$ cat config.mk
export PLATFORM = sky130hd
export DESIGN_NAME = el2_lsu_dccm_stbuf
export DESIGN_NICKNAME = d
export VERILOG_FILES = /design/src/rtl/el2_lsu_dccm_stbuf.sv
export SDC_FILE = /design/constraint.sdc
export NUM_CORES = 1
export LEC_CHECK = 0
export BUFFER_PORTS_ARGS = -buffer_cell sky130_fd_sc_hd__buf_2
export CORE_MARGIN = 4
export CORE_UTILIZATION = 52
export CTS_BUF_LIST = sky130_fd_sc_hd__clkbuf_4 sky130_fd_sc_hd__clkbuf_8 sky130_fd_sc_hd__clkbuf_16
export DETAILED_ROUTE_END_ITERATION = 12
export HOLD_SLACK_MARGIN = 0.02
export PLACE_DENSITY = 0.84
export REMOVE_ABC_BUFFERS = 1
export SYNTH_ARGS = -nofsm -noshare
export SYNTH_HDL_FRONTEND = slang
export SYNTH_SLANG_ARGS = --single-unit
$ cat constraint.sdc
create_clock -name clk -period 3.4 [get_ports clk]
set_input_delay 0.68 -clock clk [delete_from_list [all_inputs] [get_ports clk]]
set_output_delay 0.68 -clock clk [all_outputs]
set_load 0.01 [all_outputs]
$ cat src/rtl/el2_lsu_dccm_stbuf.sv
// DCCM store buffer and read/write port arbiter ahead of the DCCM wrapper.
// Optional: define RV_STBUF_STARVE_EN to force drains after STARVE_LIMIT stalls.
module el2_lsu_dccm_stbuf #(
   parameter int DEPTH        = 4,
   parameter int DCCM_BITS    = 16,
   parameter int FDATA_W      = 39,
   parameter int STARVE_LIMIT = 8
) (
   input  logic                 clk,
   input  logic                 rst,
   input  logic                 st_valid,
   output logic                 st_ready,
   input  logic [DCCM_BITS-1:0] st_addr,
   input  logic [FDATA_W-1:0]   st_data,
   input  logic                 ld_valid,
   output logic                 ld_ready,
   input  logic [DCCM_BITS-1:0] ld_addr,
   output logic                 ld_rsp_valid,
   output logic [FDATA_W-1:0]   ld_rsp_data,
   output logic                 dccm_wren,
   output logic                 dccm_rden,
   output logic [DCCM_BITS-1:0] dccm_wr_addr_lo,
   output logic [DCCM_BITS-1:0] dccm_wr_addr_hi,
   output logic [DCCM_BITS-1:0] dccm_rd_addr_lo,
   output logic [DCCM_BITS-1:0] dccm_rd_addr_hi,
   output logic [FDATA_W-1:0]   dccm_wr_data_lo,
   output logic [FDATA_W-1:0]   dccm_wr_data_hi,
   input  logic [FDATA_W-1:0]   dccm_rd_data_lo,
   output logic                 stbuf_empty,
   output logic                 stbuf_full
);

   localparam int PW = $clog2(DEPTH);
   localparam int CW = PW + 1;

   logic [DCCM_BITS-1:0] addr_q [DEPTH];
   logic [FDATA_W-1:0]   data_q [DEPTH];
   logic [DEPTH-1:0]     vld_q;
   logic [PW-1:0]        wr_ptr;
   logic [PW-1:0]        rd_ptr;
   logic [CW-1:0]        count;

   logic enq;
   logic drain;
   logic issue;
   logic hazard;
   logic force_drain;

   assign stbuf_empty = (count == '0);
   assign stbuf_full  = (count == CW'(DEPTH));
   assign st_ready    = ~stbuf_full;
   assign enq         = st_valid & st_ready;

   // Word-address match of the load against every occupied entry.
   always_comb begin
      hazard = 1'b0;
      for (int i = 0; i < DEPTH; i++) begin
         if (vld_q[i] &&
             addr_q[i][DCCM_BITS-1:2] == ld_addr[DCCM_BITS-1:2])
            hazard = 1'b1;
      end
   end

`ifdef RV_STBUF_STARVE_EN
   localparam int SW = $clog2(STARVE_LIMIT + 1);
   logic [SW-1:0] starve_q;

   // Count occupied cycles without a drain, saturating at the limit.
   always_ff @(posedge clk or posedge rst) begin
      if (rst)
         starve_q <= '0;
      else if (drain)
         starve_q <= '0;
      else if (!stbuf_empty && starve_q != SW'(STARVE_LIMIT))
         starve_q <= starve_q + 1'b1;
   end

   assign force_drain = (starve_q == SW'(STARVE_LIMIT));
`else
   assign force_drain = 1'b0;
`endif

   // Loads win the port unless hazarded or a drain is forced.
   always_comb begin
      issue = ld_valid & ~hazard & ~force_drain & ~rst;
      drain = ~issue & ~stbuf_empty & ~rst;
   end

   assign ld_ready        = issue;
   assign dccm_rden       = issue;
   assign dccm_wren       = drain;
   assign dccm_rd_addr_lo = ld_addr;
   assign dccm_rd_addr_hi = ld_addr;
   assign dccm_wr_addr_lo = addr_q[rd_ptr];
   assign dccm_wr_addr_hi = addr_q[rd_ptr];
   assign dccm_wr_data_lo = data_q[rd_ptr];
   assign dccm_wr_data_hi = data_q[rd_ptr];

   // Entry payload; contents are don't-care until marked valid.
   always_ff @(posedge clk) begin
      if (enq) begin
         addr_q[wr_ptr] <= st_addr;
         data_q[wr_ptr] <= st_data;
      end
   end

   // Pointers, occupancy and per-entry valid bits.
   always_ff @(posedge clk or posedge rst) begin
      if (rst) begin
         wr_ptr <= '0;
         rd_ptr <= '0;
         count  <= '0;
         vld_q  <= '0;
      end else begin
         if (enq) begin
            wr_ptr         <= wr_ptr + 1'b1;
            vld_q[wr_ptr]  <= 1'b1;
         end
         if (drain) begin
            rd_ptr         <= rd_ptr + 1'b1;
            vld_q[rd_ptr]  <= 1'b0;
         end
         if (enq && !drain)
            count <= count + 1'b1;
         else if (drain && !enq)
            count <= count - 1'b1;
      end
   end

   // Load response strobe trails the read strobe by one cycle.
   always_ff @(posedge clk or posedge rst) begin
      if (rst)
         ld_rsp_valid <= 1'b0;
      else
         ld_rsp_valid <= dccm_rden;
   end

   assign ld_rsp_data = ld_rsp_valid ? dccm_rd_data_lo : '0;

endmodule
# Yosys cells after proc, flatten, opt, wreduce, memory -nomap -nowiden
# Memory sizes are Yosys's and may differ from the RTL's.
# Cells that the tools add are included.
# Widths: inputs -> output; s select.
[classes]
muxes = 15
n_lt_le_gt_ge = 4
eq_ne = 5
n_bitwise = 13
addsub = 4
reduce_logical = 12
[op_table]
columns = ["operator", "n"]
rows = [
  ["$eq 14x14->1", 4],
  ["$mux 39", 1],
  ["$logic_and 1x1->1", 8],
  ["$mux 1", 8],
  ["$mux 4", 2],
  ["$lt 2x3->1 const B", 2],
  ["$mux 3", 2],
  ["$and 1x1->1", 5],
  ["$not 1->1", 5],
  ["$add 2x1->2 const B", 2],
  ["$and 4x4->4", 1],
  ["$demux 1 s2", 2],
  ["$ge 2x1->1 const B", 2],
  ["$not 4->4", 1],
  ["$or 4x4->4", 1],
  ["$add 3x1->3 const B", 1],
  ["$eq 3x3->1 const B", 1],
  ["$logic_not 3->1", 1],
  ["$sub 3x1->3 const B", 1],
  ["$logic_not 1->1", 2],
  ["$reduce_bool 2->1", 1],
]
[totals]
ram_bits = 220
out_inout_bits = 188
register_bits = 12
n_memories = 2
[mem_list]
columns = ["memory", "depth", "word_bits", "rd", "rd_ports_with_merged_regs", "write_ports", "line_no", "rtl"]
rows = [
  ["data_q", 4, 39, 1, 0, 1, "37", "logic [FDATA_W-1:0] data_q [DEPTH];"],
  ["addr_q", 4, 16, 5, 0, 1, "36", "logic [DCCM_BITS-1:0] addr_q [DEPTH];"],
]

# Depth between registers and ports, before layout
# An unclocked memory read counts as a cell.
[depth]
word_depth = 16
ltp_mapped = 13
ltp_nobuf = 12

# Worst setup path after synthesis
# Ideal clock, no wire load.
[synth_path]
kind = "input -> register"
startpoint = "in ld_addr[8]"
endpoint = "reg count[1]"
path_slack_ns = 0.403
cell_stages = 11
n_path_buf = 1
arrival_time_ns = 2.873
cell_sequence = "buf_2 xnor2_2 nand4_1 o41ai_2 nor4_2 nor3_4 inv_1 ha_1 inv_1 fa_1 mux2_2"
[synth_between]
elab_chain_len = 15
elab_cells_between_ends = 23
classes_between = "eq/ne (4); mux (5); bitwise (6); reduce/logical (8)"
[synth_rtl]
columns = ["element", "line_no", "rtl"]
rows = [
  ["from (decl)", "17", "input logic [DCCM_BITS-1:0] ld_addr,"],
  ["$eq 14x14->1", "59", "addr_q[i][DCCM_BITS-1:2] == ld_addr[DCCM_BITS-1:2])"],
  ["$logic_and 1x1->1", "58", "if (vld_q[i] &&"],
  ["$mux 1 (3 in series)", "58", ""],
  ["$mux 1 *", "58", ""],
  ["$not 1->1 *", "85", "issue = ld_valid & ~hazard & ~force_drain & ~rst;"],
  ["$and 1x1->1 * (2 in series)", "85", ""],
  ["via dccm_rden", "21", "output logic dccm_rden,"],
  ["$not 1->1 *", "86", "drain = ~issue & ~stbuf_empty & ~rst;"],
  ["$and 1x1->1 * (2 in series)", "86", ""],
  ["via dccm_wren", "20", "output logic dccm_wren,"],
  ["$logic_not 1->1", "123", "if (enq && !drain)"],
  ["$logic_and 1x1->1", "123", ""],
  ["$mux 3 or $reduce_bool 2->1 (tied branches)", "n/a", ""],
  ["to (signal assigned)", "124", "count <= count + 1'b1;"],
  ["to (signal assigned)", "126", "count <= count - 1'b1;"],
  ["to (decl)", "41", "logic [CW-1:0] count;"],
]
# The timed path passes the listed nets; every way through them passes the cells marked *.
# A chain may end at the register's enable or synchronous reset.

# Final worst setup path
[layout_path]
startpoint = "reg rd_ptr[0]"
endpoint = "out dccm_wr_data_hi[37]"
[layout_between]
elab_chain_len = 1
[layout_rtl]
columns = ["element", "line_no", "rtl"]
rows = [
  ["from (decl)", "40", "logic [PW-1:0] rd_ptr;"],
  ["from (signal assigned)", "120", "rd_ptr <= rd_ptr + 1'b1;"],
  ["$mem_v2 4x39", "n/a", ""],
  ["to (decl)", "27", "output logic [FDATA_W-1:0] dccm_wr_data_hi,"],
]
# No other way between the ends.

==> results.yml <==
setup_path:
  worstSetupPathType: "register to output pin"
  cpPeakStageDelay_ns: 0.86
  path_cells: "buf_4 > mux4_2 > buf_2"
  cp-startpoint: "rd_ptr[0]"
  crit_path_max_fanout: 33
  slowest_stage: "dfrtp_4"
  critPathArrivalTime_ns: 2.41
  r2r_setup_slack_ns: 0.78
  crit_family: "flip-flops"
  cp.required_ns: 2.72
  crit_buf_inv: 2
  r2r_start: "addr_q[2][2]"
  worst_setup_path_start_kind: "register"
  endpoint_kind: "output pin"
yosys:
  synth_cell_type_count: 31
  synthXorXnorAreaFrac_pct: 5.37
  synth_warnings: 0
  syn_area_sq_um: 10200
  yosys.area_share.simple_pct: 4.34
  synth_edf_count: 220
  async_flop_share_pct: 5.17
  synth_compound_area_share_pct: 0.550
  yosysSeqAreaShare_pct: 67.5
  synthAdderAreaFrac_pct: 1.30
  synth.area.mux_share_pct: 12.4
  ys_seq_elements: 232
  netlist_top_cells_area: "edfxtp_1 65%, mux4_2 12%, buf_4 6.5%"
  synthDominantCellAreaShare_pct: 64.6
  avgSynthCellArea_sq_um: 18.2
  yosysTopAreaCell: "edfxtp_1"
  synth_ff_type: "edfxtp_1"
  synth_top_family_by_area: "multiplexers"
  syn_inst: 563
sta:
  period_minus_slack_ns: 3.09
  setup-tns-final_ns: 0
  period_share_pct: 90.9
  fmax_mhz: 323
  worst_slew_pin_slew_ns: 0.784
  maxSlewHeadroom_pct: 47.7
  clock_skew_ns: 0.0280
  rsz0062_at_grt: "no"
  finalHoldViolCount: 0
  drv_slew: 0
  setup_viol: 0
  hold-worst-slack_ns: 0.226
global_route:
  grt_pass1_vias: 5985
  grt_start_max_net_pins: 57
  grt_pass1_wl_mm: 35.1
  overflow: 0
  gr-usage-all-layers_pct: 20.8
  antenna_found_initial: 6
clock_network:
  postCtsSetupRepairBufs: 0
  ctsResizeCount: 0
  insertion_delay_ns: 0.53
  cts_buffer_depth: 3
  cts_buffers: 24
  cts.hold.buffers_added: 0
  cts_root_buffer: "clkbuf_16"
  path_clk_slew_ns: 0.06
  cts_tree: "done"
  cts.sinks: 232
  cts_htree_levels: 1
finish:
  stdcell_count: 1062
  nets: 901
  syn2layout_area_growth_pct: 20.0
  final_area_sq_um: 12300
  drive_gt1_share_pct: 52.5
pwr:
  leakage_nw: 4.69
  vdd_ir_drop_max_v: 0.000805
  power_mw: 10.7
  p_per_area_nw_per_um2: 869
floorplanning:
  core_area_sq_um: 19400
  die_y_microns: 148
  design.die.area_sq_um: 22000
  io_pins: 302
  rows: 51
  start_util_pct: 52.7
  die_w_microns: 148
routing:
  via_per_inst: 5.30
  routed_wl_mm: 23.1
  vias: 5630
  drt_iter0_markers: 318
  wl_per_cell_microns: 21.8
  drtPass1Iterations: 4
  postRouteAntennaNets: 0
  drc: 0
min_path:
  hold_class: "input pin to asynchronous set/reset pin"
flow_run:
  cap_violations: 0
status:
  status: "finished clean"
placed_design:
  dpl.cell_count: 1016
  port_buffers: 295
  hpwl_mm: 15.7
  placed_cell_area_sq_um: 11400
  gp_congestion: 0.811
[per-stage QoR]
| step | utilization [%] | setup slack, ns |
|---|---|---|
| 3_3_place_gp | 58.6 | 0.420 |
| 4_1_cts | 63.2 | 0.247 |
| 6_report | 63.3 | 0.309 |
| 5_1_grt | 63.3 | 0.161 |
| 2_1_floorplan | - | -0.221 |
| 3_5_place_dp | 58.6 | 0.348 |
[cells in the final DEF (no fill, tap or decap), types with 2 or more instances in the layout]
cell / count
and2_1: 39
dfrtp_1: 10
xor2_1: 2
clkbuf_16: 25
diode_2: 2
mux4_2: 55
nor2_1: 2
clkbuf_4: 5
buf_2: 295
nand3_1: 4
nand2_1: 2
edfxtp_1: 220
xnor2_1: 57
buf_12: 6
clkinv_2: 2
a2bb2oi_1: 4
xnor2_2: 2
inv_1: 8
bufinv_16: 5
nor4_1: 3
nand4_1: 12
buf_4: 5
and3_2: 4
ha_1: 9
[power breakdown]
group          total [mW]  switching (mW)  internal, mW
Clock                2.90            1.09          1.81
Sequential           4.17           0.382          3.78
Combinational        3.59            1.91          1.68
Total                10.7            3.39          7.28
[final cells by class]
cell class / count / area [sq um]
Clock inverter: 13 / 233
Multi-Input combinational cell: 205 / 2450
Tap cell: 265 / 332
Sequential cell: 232 / 6910
Clock buffer: 31 / 677
Fill cell: 1360 / 7120
Antenna cell: 2 / 5.00
Timing Repair Buffer: 306 / 1630
Inverter: 8 / 30.0
[flip-flops by register name, summed over array words and instances (netlist names)]
name and count:
addr_q 64, count 3, data_q 156, ld_rsp_valid 1, rd_ptr 2, vld_q 4, wr_ptr 2
[routing by layer]
layer  part of all wire, %  GRT usage [%]
met3                   8.2           4.08
met1                    36           25.3
met5                 0.091              0
met4                   1.2           4.20
met2                    54           38.8
[synthesized netlist by cell type (all sizes together), types with 4 or more instances]
cell / number
dfrtp: 12
mux4: 55
clkbuf: 9
xnor2: 59
edfxtp: 220
nor4: 4
nand3: 4
ha: 9
and3: 4
a2bb2oi: 4
buf: 109
inv: 8
nand4: 12
and2: 40
[logic make-up after synthesis]
logic type | count (synthesis)
fa+ha+maj | 10
flops | 232
xor+xnor | 61
mux | 57
buf+inv | 126
compound gates | 6
simple gates | 71
[final timing paths]
check,to,depth (start not counted)
max,dccm_wr_data_hi[37],3
min in group clk,data_q[1][12],1
max reg2reg,count[1],10
min reg2reg,count[2],1
max in group asynchronous,rd_ptr[0],2
min,vld_q[3],2
Power figures use the tool's default switching activity.
